<file path="config.mk">
export PLATFORM = sky130hd
export DESIGN_NAME = frame_uart_streamer
export DESIGN_NICKNAME = d
export VERILOG_FILES = /design/src/rtl/frame_uart_streamer.sv
export SDC_FILE = /design/constraint.sdc
export NUM_CORES = 1
export LEC_CHECK = 0
export ABC_AREA = 1
export BUFFER_PORTS_ARGS = -buffer_cell sky130_fd_sc_hd__buf_2
export CORE_UTILIZATION = 55
export DETAILED_ROUTE_END_ITERATION = 10
export GPL_ROUTABILITY_DRIVEN = 0
export PLACE_DENSITY_LB_ADDON = 0.05
export SLEW_MARGIN = 25
export SYNTH_ARGS = -nofsm -noshare
export SYNTH_HDL_FRONTEND = slang
export SYNTH_SLANG_ARGS = --single-unit
</file>
<file path="constraint.sdc">
create_clock -name clk -period 2.7 [get_ports clk]
set_clock_uncertainty 0.15 [all_clocks]
set_input_delay 0.135 -clock clk [delete_from_list [all_inputs] [get_ports clk]]
set_output_delay 0.135 -clock clk [all_outputs]
set_load 0.005 [all_outputs]
</file>
<file path="src/rtl/frame_uart_streamer.sv">
// frame_uart_streamer: drains the output FIFO and sends one frame over an 8N1 UART.
// Frame on the line: 0xA5, 0x5A, FRAME_LEN payload bytes, then an optional XOR checksum.
// Optional feature macro: FRAME_UART_CSUM_EN (defined -> checksum byte after the payload).
module frame_uart_streamer #(
  parameter int CLK_HZ    = 50_000_000,
  parameter int BAUD      = 115200,
  parameter int FRAME_LEN = 614400
) (
  input  logic        clk,
  input  logic        rstn,
  input  logic        start,
  input  logic [7:0]  fifo_rd_data,
  input  logic        fifo_empty,
  output logic        fifo_rd_en,
  output logic        uart_tx,
  output logic        busy,
  output logic        frame_done,
  output logic [31:0] byte_count
);

  localparam int CPB = CLK_HZ / BAUD;
  localparam int CW  = (CPB > 1) ? $clog2(CPB) : 1;
  localparam logic [CW-1:0] CPB_LAST    = CW'(CPB - 1);
  localparam logic [31:0]   FRAME_LEN_W = 32'(FRAME_LEN);

  typedef enum logic [2:0] {
    IDLE, SYNC0, SYNC1, FETCH, LOAD, SHIFT, CSUM, DONE
  } state_t;

  // Which byte the SHIFT state is currently serialising; decides where SHIFT goes next.
  typedef enum logic [1:0] {
    KIND_SYNC0, KIND_SYNC1, KIND_DATA, KIND_CSUM
  } kind_t;

  state_t         state;
  state_t         state_next;
  kind_t          kind;
  kind_t          load_kind;
  logic [7:0]     load_byte;
  logic [9:0]     frame_bits;
  logic [CW-1:0]  cycle_cnt;
  logic [3:0]     bit_idx;
  logic           shift_end;
  logic           last_payload;
`ifdef FRAME_UART_CSUM_EN
  logic [7:0]     csum;
`endif

  // Last cycle of the stop bit of the byte on the line.
  assign shift_end    = (state == SHIFT) && (cycle_cnt == CPB_LAST) && (bit_idx == 4'd9);
  // The payload byte now finishing is the final one of the frame.
  assign last_payload = (byte_count + 32'd1) >= FRAME_LEN_W;
  assign busy         = (state != IDLE);

  // State register with synchronous active-low reset.
  always_ff @(posedge clk) begin
    if (!rstn) state <= IDLE;
    else       state <= state_next;
  end

  // Next-state logic plus the single-cycle FIFO pop and frame-done strobes.
  always_comb begin
    state_next = state;
    fifo_rd_en = 1'b0;
    frame_done = 1'b0;
    case (state)
      IDLE:  if (start) state_next = SYNC0;
      SYNC0, SYNC1, LOAD, CSUM: state_next = SHIFT;
      FETCH: begin
        if (!fifo_empty) begin
          fifo_rd_en = rstn;
          state_next = LOAD;
        end
      end
      SHIFT: begin
        if (shift_end) begin
          case (kind)
            KIND_SYNC0: state_next = SYNC1;
            KIND_SYNC1: state_next = FETCH;
            KIND_DATA: begin
              if (!last_payload) state_next = FETCH;
`ifdef FRAME_UART_CSUM_EN
              else               state_next = CSUM;
`else
              else               state_next = DONE;
`endif
            end
            default: state_next = DONE;
          endcase
        end
      end
      DONE: begin
        frame_done = 1'b1;
        state_next = IDLE;
      end
      default: state_next = IDLE;
    endcase
  end

  // Selects the byte (and its kind) that a loading state hands to the shifter.
  always_comb begin
    load_byte = fifo_rd_data;
    load_kind = KIND_DATA;
    case (state)
      SYNC0: begin load_byte = 8'hA5; load_kind = KIND_SYNC0; end
      SYNC1: begin load_byte = 8'h5A; load_kind = KIND_SYNC1; end
      CSUM: begin
`ifdef FRAME_UART_CSUM_EN
        load_byte = csum;
`else
        load_byte = 8'h00;
`endif
        load_kind = KIND_CSUM;
      end
      default: ;
    endcase
  end

  // Serialiser, bit timing, payload counter and checksum accumulation.
  always_ff @(posedge clk) begin
    if (!rstn) begin
      uart_tx    <= 1'b1;
      byte_count <= 32'd0;
      kind       <= KIND_SYNC0;
      frame_bits <= '1;
      cycle_cnt  <= '0;
      bit_idx    <= 4'd0;
`ifdef FRAME_UART_CSUM_EN
      csum       <= 8'h00;
`endif
    end else if (state == IDLE) begin
      if (start) begin
        byte_count <= 32'd0;
`ifdef FRAME_UART_CSUM_EN
        csum       <= 8'h00;
`endif
      end
    end else if (state inside {SYNC0, SYNC1, LOAD, CSUM}) begin
      frame_bits <= {1'b1, load_byte, 1'b0};
      uart_tx    <= 1'b0;
      kind       <= load_kind;
      cycle_cnt  <= '0;
      bit_idx    <= 4'd0;
`ifdef FRAME_UART_CSUM_EN
      if (state == LOAD) csum <= csum ^ fifo_rd_data;
`endif
    end else if (state == SHIFT) begin
      if (cycle_cnt == CPB_LAST) begin
        cycle_cnt <= '0;
        if (bit_idx == 4'd9) begin
          bit_idx <= 4'd0;
          uart_tx <= 1'b1;
          if (kind == KIND_DATA) byte_count <= byte_count + 32'd1;
        end else begin
          bit_idx    <= bit_idx + 4'd1;
          frame_bits <= {1'b1, frame_bits[9:1]};
          uart_tx    <= frame_bits[1];
        end
      end else begin
        cycle_cnt <= cycle_cnt + CW'(1);
      end
    end
  end

endmodule

</file>
Word level (Yosys, flattened, before mapping)
Index checks and enable logic that the tools add are counted.
{"block": "op_classes", "n_eq_ne": 16, "mux": 33, "bitwise_logic": 1, "addsub": 3, "order_cmp": 1, "n_reduce_logical": 19}
{"cell": "$mux W32", "n": 7}
{"cell": "$mux W10", "n": 4}
{"cell": "$add A32 B1 Y32 const B", "n": 1}
{"cell": "$ge A32 B20 Y1 const B", "n": 1}
{"cell": "$mux W9", "n": 3}
{"cell": "$pmux W8 S3", "n": 1}
{"cell": "$mux W4", "n": 4}
{"cell": "$pmux W3 S5", "n": 1}
{"cell": "$eq A3 B3 Y1 const B", "n": 4}
{"cell": "$mux W3", "n": 4}
{"cell": "$reduce_bool A2 Y1", "n": 6}
{"cell": "$ne A2 B2 Y1 const B", "n": 5}
{"cell": "$add A9 B1 Y9 const B", "n": 1}
{"cell": "$eq A9 B9 Y1 const B", "n": 1}
{"cell": "$pmux W3 S3", "n": 1}
{"cell": "$mux W1", "n": 7}
{"cell": "$eq A3 B2 Y1 const B", "n": 2}
{"cell": "$pmux W2 S3", "n": 1}
{"cell": "$reduce_and A3 Y1", "n": 2}
{"cell": "$reduce_and A6 Y1", "n": 1}
{"cell": "$add A4 B1 Y4 const B", "n": 1}
{"cell": "$eq A4 B4 Y1 const B", "n": 1}
{"cell": "$reduce_and A2 Y1", "n": 2}
{"cell": "$reduce_and A4 Y1", "n": 1}
{"cell": "other kinds (10)", "n": 11}
{"block": "totals", "output_inout_bits": 36, "reg_bits": 61, "inputBits": 12}

Depth between registers and ports, before layout
Gate-level depths: netlist (run 1).
{"block": "logic_depth", "word_depth": 7, "ltp_mapped": 17}

Least setup slack after synthesis (run 1)
OpenSTA, ideal clock, no wires.
{"block": "synth_path", "kind": "flip-flop to flip-flop", "start": "register byte_count[0]", "end": "register state[2]", "path_buffers": 0, "path_slack_ns": 0.730, "setup_time_ns": 0.132, "stages_incl_launch_ff": 15, "t_arrival_ns": 1.688, "cell_sequence": "dfxtp_1 ha_1 nand3_1 nor2_1 nand3_1 nor2_1 nand3_1 nand2_1 nand3_1 nor2_1 nand3_1 nand2_1 nand2_1 nand2_1 a21oi_1"}
{"block": "synth_via", "elab_chain_len": 6}
{"element": "from (decl)", "line_no": "18", "source": "output logic [31:0] byte_count"}
{"element": "from (signal assigned)", "line_no": "153", "source": "if (kind == KIND_DATA) byte_count <= byte_count + 32'd1;"}
{"element": "$add A32 B1 Y32", "line_no": "52", "source": "assign last_payload = (byte_count + 32'd1) >= FRAME_LEN_W;"}
{"element": "$ge A32 B20 Y1", "line_no": "52"}
{"element": "$mux W3", "line_no": "81", "source": "if (!last_payload) state_next = FETCH;"}
{"element": "$pmux W3 S3", "line_no": "77", "source": "case (kind)"}
{"element": "$mux W3", "line_no": "76", "source": "if (shift_end) begin"}
{"element": "$pmux W3 S5", "line_no": "66", "source": "case (state)"}
{"element": "to (signal assigned)", "line_no": "58", "source": "else state <= state_next;"}
{"element": "to (decl)", "line_no": "35", "source": "state_t state;"}
Every way passes these cells. The select of a mux whose other input is x is not followed.
A chain may end at the register's enable or synchronous reset.

Worst setup path after layout (run 1)
{"block": "layout_path", "start": "register cycle_cnt[4]", "end": "register byte_count[4]"}
{"block": "layout_via", "elab_chain_len": 3}
{"element": "from (decl)", "line_no": "41", "source": "logic [CW-1:0] cycle_cnt;"}
{"element": "from (signal assigned)", "line_no": "160", "source": "cycle_cnt <= cycle_cnt + CW'(1);"}
{"element": "$eq A9 B9 Y1", "line_no": "148", "source": "if (cycle_cnt == CPB_LAST) begin"}
{"element": "$reduce_bool A2 Y1 (no line)"}
{"element": "$reduce_and A6 Y1 (no line)"}
Every way passes these cells.

==> impl_metrics.py, run 1 <==
metrics = {
    "global_route": {
        "grt_antenna_before_repair": 0,
        "grt_pass1_wl_um": 14650,
        "grt_max_degree": 35,
        "grt_usage": 0.2891,
        "grt_pass1_vias": 3272,
        "gr-total-overflow": 0,
    },
    "die": {
        "die_h_um": 81.78,
        "start_util": 0.5810,
        "die_area_mm2": 0.006688,
        "rows": 28,
        "coreArea_mm2": 0.006026,
        "die_w_um": 81.78,
        "ioPinCount": 48,
    },
    "worst_setup_path": {
        "critical_path_class": "reg -> reg",
        "r2r_slack_ns": 0.35,
        "crit_required_ns": 2.82,
        "rr_startpoint": "cycle_cnt[4]",
        "crit_path_start_kind": "flip-flop",
        "reg2reg_depth": 12,
        "cp_data_arrival_time_ns": 2.47,
        "r2r_end": "byte_count[4]",
        "cp-end-kind": "flip-flop",
        "cp_max_fo": 22,
    },
    "logic_synthesis": {
        "synth_seq_cells": 59,
        "synth_top_flop_cell": "dfxtp_1",
        "async_flop_share": 0,
        "synth_top_family_by_area": "simple AND/OR/NAND/NOR gates",
        "syn_inst": 558,
        "synth_area_mm2": 0.003501,
        "synth_area_leaders": "dfxtp_1, nand2_1, nor2_1",
        "synth-seq-area-share": 0.3374,
        "synth_cell_types": 41,
        "netlist.area_leader.share": 0.3374,
        "post_synth_mux_area_share": 0,
        "synthAdderAreaFrac": 0.01787,
        "syn_nets": 575,
        "yosys.area_share.simple": 0.3831,
        "yosysWarnings": 0,
        "synth_xor_area_frac": 0.01251,
        "synth_compound_area_frac": 0.1573,
        "synth.avg_cell_area_um2": 6.274,
        "yosys.area.top_type": "dfxtp_1",
        "synth_edf_count": 0,
    },
    "layout": {
        "insertedDiodeCount": 0,
        "final_common_cell": "nand2_1",
        "fin_area_mm2": 0.004080,
        "drive_gt1_frac": 0.1465,
        "final_nets": 634,
        "most-common-layout-cells": "nand2_1, nor2_1, inv_1",
        "finalNonFillerCells": 696,
        "area_growth_syn_to_layout_pct": 16.55,
    },
    "detailed_routing": {
        "wl_per_cell_um": 13.21,
        "ant_nets": 0,
        "vias_per_cell": 5.417,
        "drtIter0Drc": 221,
        "first_pass_iters": 5,
        "drc_errors": 0,
        "vias": 3770,
        "wirelength_um": 9191,
    },
    "pwr": {
        "peakVddDrop_v": 0.0005132,
        "powerDensity_mw_per_mm2": 539.3,
        "p_leak_nw": 1.670,
    },
    "place": {
        "post-dp-hpwl_um": 6734,
        "placed_area_mm2": 0.003809,
        "portBuffers": 47,
        "placed_cells": 674,
    },
    "cts": {
        "postCtsSetupBuffers": 0,
        "cts.sinks": 59,
        "path_clk_slew_ns": 0.07,
        "cts_buffer_depth": 2,
        "cts_inserted_buffers": 9,
        "clock_latency_ns": 0.35,
        "cts_tree": "built",
        "h-tree-depth": 3,
        "root_buffer": "clkbuf_8",
    },
    "sta": {
        "rsz0062_at_grt": "false",
        "layout_min_cycle_time_ns": 2.354,
        "relSlewSlack": 0.6582,
        "final_max_slew_viol_count": 0,
        "setup-tns-final_ns": 0,
        "period_share": 0.8718,
        "hold_viol": 0,
        "fmax_ghz": 0.4248,
        "setup_viol": 0,
        "worstMarginPinSlew_ns": 0.5087,
    },
    "min_path": {
        "hp-class": "in -> reg",
        "worstHoldStart": "fifo_rd_data[4]",
        "min_path_cells": 5,
        "hold_end": "frame_bits[5]",
    },
    "outcome": {
        "status": "complete, no violations",
    },
    "job": {
        "drv_cap": 0,
    },
}
## repair_timing
action                    CTS  global route
resized for setup           0             0
hold endpoints to repair   13             0
hold buffers                7             0
## area by class of cell
class / instances / area (um^2)
clock buffer: 11 / 151.4
timing repair buffer: 58 / 335.3
fill: 552 / 1946
clock inverter: 4 / 50.05
sequential: 59 / 1181
tap: 75 / 93.84
multi-input combinational: 417 / 1998
inverter: 72 / 270.3
## cells by family after synthesis
family	after synthesis
and+or+nand+nor	318
AOI/OAI and AO/OA	89
buffers and inverters	82
DFF	59
xor gates and xnor gates	5
adders and majority gates	5
## flip-flops by register name, indices dropped and copies added, names as in the netlist
| name | count |
|---|---|
| frame_bits | 8 |
| byte_count | 32 |
| uart_tx | 1 |
| state | 3 |
| kind | 2 |
| cycle_cnt | 9 |
| bit_idx | 4 |
## synth_stat cells, types with 2 or more instances
library cell / n
a21oi_2: 2
inv_2: 8
nand2_1: 170
a211oi_2: 2
o211ai_1: 7
nand2_2: 4
nor3_1: 12
nor2_1: 75
a21oi_1: 51
xor2_1: 4
nor2_2: 5
clkinv_1: 2
o2111ai_1: 3
a31oi_1: 2
inv_1: 62
o21ai_1: 2
nand3_1: 38
buf_2: 2
clkbuf_1: 5
ha_1: 5
a211oi_1: 5
o21ai_0: 6
o21bai_1: 3
nand4_1: 6
dfxtp_1: 59
a311oi_1: 2
nand3b_1: 2
## critical path, stage by stage, from the launching register on
cell and delay (ns):
dfxtp_1 0.37, nand2_1 0.10, inv_2 0.10, nand3_1 0.08
nor2_2 0.24, nand2_2 0.11, nor4_4 0.17, inv_2 0.07
nand2_2 0.22, inv_2 0.23, nor2_2 0.17, nand2_1 0.08
a211oi_2 0.18
## per-stage QoR
step / worst slack [ns] / total power, mW / hold slack (ns) / util
6_report: 0.3460 / 2.200 / 0.05570 / 0.6771
3_3_place_gp: 0.4204 / 1.345 / 0.2603 / 0.6321
3_5_place_dp: 0.3589 / 1.357 / 0.2717 / 0.6321
4_1_cts: 0.3390 / 2.208 / 0.03862 / 0.6771
2_1_floorplan: 0.7297 / 1.261 / 0.1463 / -
5_1_grt: 0.09960 / 2.293 / 0.06808 / 0.6771
## power breakdown
| part | internal, mW | switching [mW] |
|---|---|---|
| clock network | 0.470 | 0.384 |
| registers | 0.926 | 0.0359 |
| logic | 0.126 | 0.258 |
| total | 1.52 | 0.678 |
## layer usage
| layer | wire length, um | GRT usage | vias to the layer above |
|---|---|---|---|
| met5 | 0 | 0 | - |
| met4 | 285 | 0.1316 | 0 |
| met3 | 524 | 0.06778 | 22 |
| met2 | 4318 | 0.4909 | 134 |
| met1 | 4064 | 0.3431 | 1685 |
| li1 | - | - | 1929 |
## how the worst max path moves through the flow
stage	start	endpoint	slack, ns	cells past startpoint
2_1_floorplan	byte_count[0]	state[2]	0.73	14
3_3_place_gp	byte_count[0]	state[2]	0.42	14
3_5_place_dp	cycle_cnt[4]	byte_count[4]	0.36	12
4_1_cts	cycle_cnt[4]	byte_count[4]	0.34	12
5_1_grt	byte_count[0]	state[2]	0.1	16
6_report	cycle_cnt[4]	byte_count[4]	0.35	12
Note: power is estimated with default switching activity, not from simulation.
==> run 2, diff against run 1 <==
--- a/config.mk
+++ b/config.mk
@@ -11,6 +11,7 @@
 export DETAILED_ROUTE_END_ITERATION = 10
 export GPL_ROUTABILITY_DRIVEN = 0
 export PLACE_DENSITY_LB_ADDON = 0.05
+export RECOVER_POWER = 50
 export SLEW_MARGIN = 25
 export SYNTH_ARGS = -nofsm -noshare
 export SYNTH_HDL_FRONTEND = slang
==> run 2 against run 1 <==
Compared with the run above:
- clock power increased by 0.8%
- register-to-register slack about the same
- first-iteration DRC count increased by 18%
- combinational power about the same
- clock-buffer cell count unchanged
- core utilization decreased by 0.60 points
- largest power group unchanged
- highest routed layer unchanged
==> impl_metrics.py, run 2 (same netlist as run 1, synthesis figures left out) <==
metrics = {
    "outcome": {
        "status": "complete, no violations",
    },
    "pwr": {
        "peakVddDrop_v": 0.0005181,
        "design_power_total_mw": 2.204,
        "p_leak_nw": 1.569,
        "powerDensity_mw_per_mm2": 545.0,
    },
    "detailed_routing": {
        "first_pass_iters": 5,
        "ant_nets": 0,
        "wirelength_um": 9234,
        "wl_per_cell_um": 13.27,
        "drc_errors": 0,
        "vias_per_cell": 5.385,
        "vias": 3748,
        "drtIter0Drc": 260,
    },
    "place": {
        "portBuffers": 47,
        "placed_area_mm2": 0.003809,
        "placed_cells": 674,
        "post-dp-hpwl_um": 6734,
    },
    "cts": {
        "clock_latency_ns": 0.35,
        "cts_buffer_depth": 2,
        "holdBufCountCts": 7,
        "postCtsSetupBuffers": 0,
        "cts.sinks": 59,
        "cts_inserted_buffers": 9,
        "path_clk_slew_ns": 0.08,
        "ctsResizeCount": 0,
        "root_buffer": "clkbuf_8",
        "cts_tree": "built",
        "h-tree-depth": 3,
    },
    "worst_setup_path": {
        "critical_path_class": "reg -> reg",
        "crit_required_ns": 2.77,
        "rr_startpoint": "state[1]",
        "cp-end-kind": "flip-flop",
        "cp_data_arrival_time_ns": 2.41,
        "crit_path_start_kind": "flip-flop",
        "cp_max_fo": 9,
        "startpoint": "state[1]",
    },
    "global_route": {
        "grt_usage": 0.2891,
        "grt_use_met2": 0.4909,
        "grtUsageMet3": 0.06778,
        "grt_util_met1": 0.3431,
        "grt_pass1_vias": 3272,
        "busiest_layer": "met2",
        "grt_max_degree": 35,
        "grt_pass1_wl_um": 14650,
        "grt_antenna_before_repair": 0,
        "gr-total-overflow": 0,
    },
    "die": {
        "rows": 28,
        "coreArea_mm2": 0.006026,
        "die_h_um": 81.78,
        "die_area_mm2": 0.006688,
        "die_w_um": 81.78,
        "start_util": 0.5810,
        "ioPinCount": 48,
    },
    "sta": {
        "rsz0062_at_grt": "false",
        "fmax_ghz": 0.4273,
        "hold_ws_ns": 0.05535,
        "hold_viol": 0,
        "layout_min_cycle_time_ns": 2.340,
        "relSlewSlack": 0.6120,
        "setup-tns-final_ns": 0,
        "period_share": 0.8667,
        "final_max_slew_viol_count": 0,
        "setup_viol": 0,
        "worstMarginPinSlew_ns": 0.5820,
    },
    "layout": {
        "fin_area_mm2": 0.004044,
        "finalNonFillerCells": 696,
        "drive_gt1_frac": 0.1047,
        "insertedDiodeCount": 0,
        "regMostFlops": "byte_count",
        "largest_register_ffs": 32,
        "final_common_cell": "nand2_1",
        "most-common-layout-cells": "nand2_1, nor2_1, inv_1",
        "area_growth_syn_to_layout_pct": 15.51,
        "register_area_mm2": 0.001181,
        "top_regs": "byte_count: 32 flops, cycle_cnt: 9 flops, frame_bits: 8 flops",
        "final_nets": 634,
        "multi_input_area_mm2": 0.001992,
        "nFillCells": 570,
    },
    "min_path": {
        "hp-class": "in -> reg",
        "worstHoldStart": "fifo_rd_data[4]",
    },
    "job": {
        "drv_cap": 0,
    },
}
-- run 2: changes by cell type in the layout (fill, tap and decap cells not counted), sizes merged --
cell	delta
buf	-24
clkbuf	+24
-- run 2: critical path, cell delays in order (launching register included) --
cell and delay [ns]:
dfxtp_1 0.45, nor3_1 0.10, buf_4 0.16, inv_1 0.05
nand2_1 0.20, a21oi_1 0.51, nand2_1 0.35, nor2_1 0.18
a31oi_1 0.05
-- run 2: final timing paths --
| path | to | slack (ns) | cells past startpoint |
|---|---|---|---|
| setup / recovery | uart_tx | 0.36 | 8 |
| hold / removal | frame_bits[5] | 0.06 | 5 |
| setup reg to reg | uart_tx | 0.36 | 8 |
| hold reg to reg | frame_bits[1] | 0.32 | 2 |
-- run 2: layer usage --
| metal | share of wire | vias up | routed length (um) |
|---|---|---|---|
| li1 | - | 1928 | - |
| met2 | 0.47 | 116 | 4329 |
| met3 | 0.057 | 18 | 522 |
| met5 | 0 | - | 0 |
| met1 | 0.45 | 1686 | 4136 |
| met4 | 0.027 | 0 | 245 |
-- run 2: power by group --
group	internal (mW)	total [mW]	switching [mW]
sequential	0.926	0.962	0.0360
clock	0.470	0.861	0.391
combinational	0.124	0.381	0.258
total	1.52	2.20	0.684
-- run 2: final cells by class --
cell class,count,share of cell area
multi-input combinational,417,0.4926
sequential,59,0.2921
timing repair buffer,58,0.07550
inverter,72,0.06683
clock buffer,11,0.03744
tap,75,0.02321
clock inverter,4,0.01238
-- run 2: per-stage QoR --
stage | worst slack (ns) | util
after floorplan | 0.7297 | -
after global placement | 0.4204 | 0.6321
after detailed placement | 0.3589 | 0.6321
after CTS | 0.3390 | 0.6771
after global routing | 0.09869 | 0.6711
final | 0.3599 | 0.6711
==> run 3, diff against run 2 <==
==> constraint.sdc (replaced) <==
create_clock -name clk -period 2.9 [get_ports clk]
set_clock_uncertainty 0.15 [all_clocks]
set_input_delay 0.145 -clock clk [delete_from_list [all_inputs] [get_ports clk]]
set_output_delay 0.145 -clock clk [all_outputs]
set_load 0.005 [all_outputs]
==> run 3 against run 2 <==
Compared with the run above:
- maximum frequency decreased by 2.5%
- global-route usage shrank 0.58 points
- register-to-register slack gained 0.14 ns
- die area unchanged
- sequential cell count stayed put
- worst setup slack improved by 0.14 ns
- first-iteration DRC count increased by 10%
- wire length shrank 1.7%
==> impl_metrics.py, run 3 (same netlist as run 1, synthesis figures left out) <==
metrics = {
    "cts": {
        "cts.sinks": 59,
        "holdBufCountCts": 6,
        "postCtsSetupBuffers": 0,
        "cts_tree": "built",
        "ctsResizeCount": 0,
        "cts_inserted_buffers": 9,
        "path_clk_slew_ns": 0.07,
        "cts_buffer_depth": 2,
        "h-tree-depth": 3,
        "clock_latency_ns": 0.34,
        "root_buffer": "clkbuf_8",
    },
    "global_route": {
        "grt_pass1_wl_um": 14590,
        "gr-total-overflow": 0,
        "grt_max_degree": 35,
        "grt_usage": 0.2833,
        "grt_pass1_vias": 3307,
        "grt_antenna_before_repair": 0,
    },
    "worst_setup_path": {
        "startpoint": "cycle_cnt[0]",
        "path_buf_inv": 2,
        "rr_startpoint": "cycle_cnt[0]",
        "max_stage_delay_ns": 0.39,
        "crit_required_ns": 2.95,
        "critical_path_class": "reg -> reg",
        "cp_data_arrival_time_ns": 2.45,
        "cp_top_family": "simple AND/OR/NAND/NOR gates",
        "cpMaxStageDelayCell": "dfxtp_1",
        "cp-end-kind": "flip-flop",
        "crit_chain": "ha_1 > nand4_1 > nor2_1 > nand2_2 > nor4_4 > inv_2 > nand2_2 > inv_2 > a21oi_1 > a211oi_1",
        "crit_path_start_kind": "flip-flop",
        "cp_max_fo": 22,
    },
    "layout": {
        "most-common-layout-cells": "nand2_1, nor2_1, inv_1",
        "final_common_cell": "nand2_1",
        "area_growth_syn_to_layout_pct": 14.69,
        "regMostFlops": "byte_count",
        "largest_register_ffs": 32,
        "final_nets": 632,
        "fin_area_mm2": 0.004015,
        "nFillCells": 577,
        "insertedDiodeCount": 0,
        "drive_gt1_frac": 0.09839,
        "top_regs": "byte_count: 32 flops, cycle_cnt: 9 flops, frame_bits: 8 flops",
    },
    "sta": {
        "period_share": 0.8274,
        "hold_ws_ns": 0.04255,
        "layout_min_cycle_time_ns": 2.399,
        "worstMarginPinSlew_ns": 0.6010,
        "relSlewSlack": 0.5993,
        "fmax_ghz": 0.4168,
        "hold_viol": 0,
        "setup-tns-final_ns": 0,
        "rsz0062_at_grt": "false",
        "final_max_slew_viol_count": 0,
        "setup_viol": 0,
    },
    "detailed_routing": {
        "wirelength_um": 9076,
        "wl_per_cell_um": 13.06,
        "first_pass_iters": 5,
        "vias": 3790,
        "drtIter0Drc": 287,
        "drc_errors": 0,
        "vias_per_cell": 5.453,
        "ant_nets": 0,
    },
    "place": {
        "placed_area_mm2": 0.003801,
        "post-dp-hpwl_um": 6733,
        "portBuffers": 47,
    },
    "pwr": {
        "peakVddDrop_v": 0.0003864,
        "powerDensity_mw_per_mm2": 496.2,
        "p_leak_nw": 1.557,
    },
    "die": {
        "ioPinCount": 48,
        "die_area_mm2": 0.006688,
        "start_util": 0.5810,
        "rows": 28,
        "coreArea_mm2": 0.006026,
        "die_h_um": 81.78,
        "die_w_um": 81.78,
    },
    "job": {
        "drv_cap": 0,
    },
    "min_path": {
        "hp-class": "in -> reg",
        "worstHoldStart": "start",
    },
    "outcome": {
        "status": "complete, no violations",
    },
}
[run 3: worst register-to-register path, stage by stage (launching register included)]
cell and delay [ns]:
dfxtp_1 0.39, ha_1 0.17, nand4_1 0.09, nor2_1 0.29, nand2_2 0.13, nor4_4 0.18
inv_2 0.07, nand2_2 0.21, inv_2 0.24, a21oi_1 0.26, a211oi_1 0.11
[run 3: power by group]
group | internal [mW] | total, mW | leakage, nW | switching [mW]
clock network | 0.416 | 0.750 | 0.0991 | 0.334
logic | 0.110 | 0.347 | 0.980 | 0.237
registers | 0.862 | 0.895 | 0.478 | 0.0324
[run 3: layout make-up]
class	count	area [um^2]	share of cell area
Clock inverter	5	52.55	0.01309
Inverter	72	270.3	0.06731
Timing Repair Buffer	56	286.5	0.07136
Clock buffer	11	141.4	0.03521
Tap cell	75	93.84	0.02337
Multi-Input combinational cell	417	1989	0.4955
Sequential cell	59	1181	0.2942
[run 3: final timing paths]
kind                   end  cells after the start  slack [ns]
max          byte_count[6]                     10        0.50
min               state[0]                      5        0.04
max reg2reg  byte_count[6]                     10        0.50
min reg2reg     bit_idx[3]                      1        0.32
[run 3: metal layers]
layer / vias to the layer above / global-route usage / share of wire
met2: 117 / 0.4942 / 0.48
met4: 0 / 0.1281 / 0.027
met3: 18 / 0.04778 / 0.051
met5: - / 0 / 0
met1: 1725 / 0.3367 / 0.45
li1: 1930 / - / -
[run 3: metrics by stage]
stage                     total power [mW]  cells    util  setup WS, ns
after global routing                 2.088    695  0.6663        0.2556
after floorplan                      1.174    558       -        0.9297
after global placement               1.248    673  0.6308        0.6392
after detailed placement             1.255    673  0.6308        0.5782
final                                1.992    695  0.6663        0.5006
after CTS                            2.003    695  0.6730        0.5704
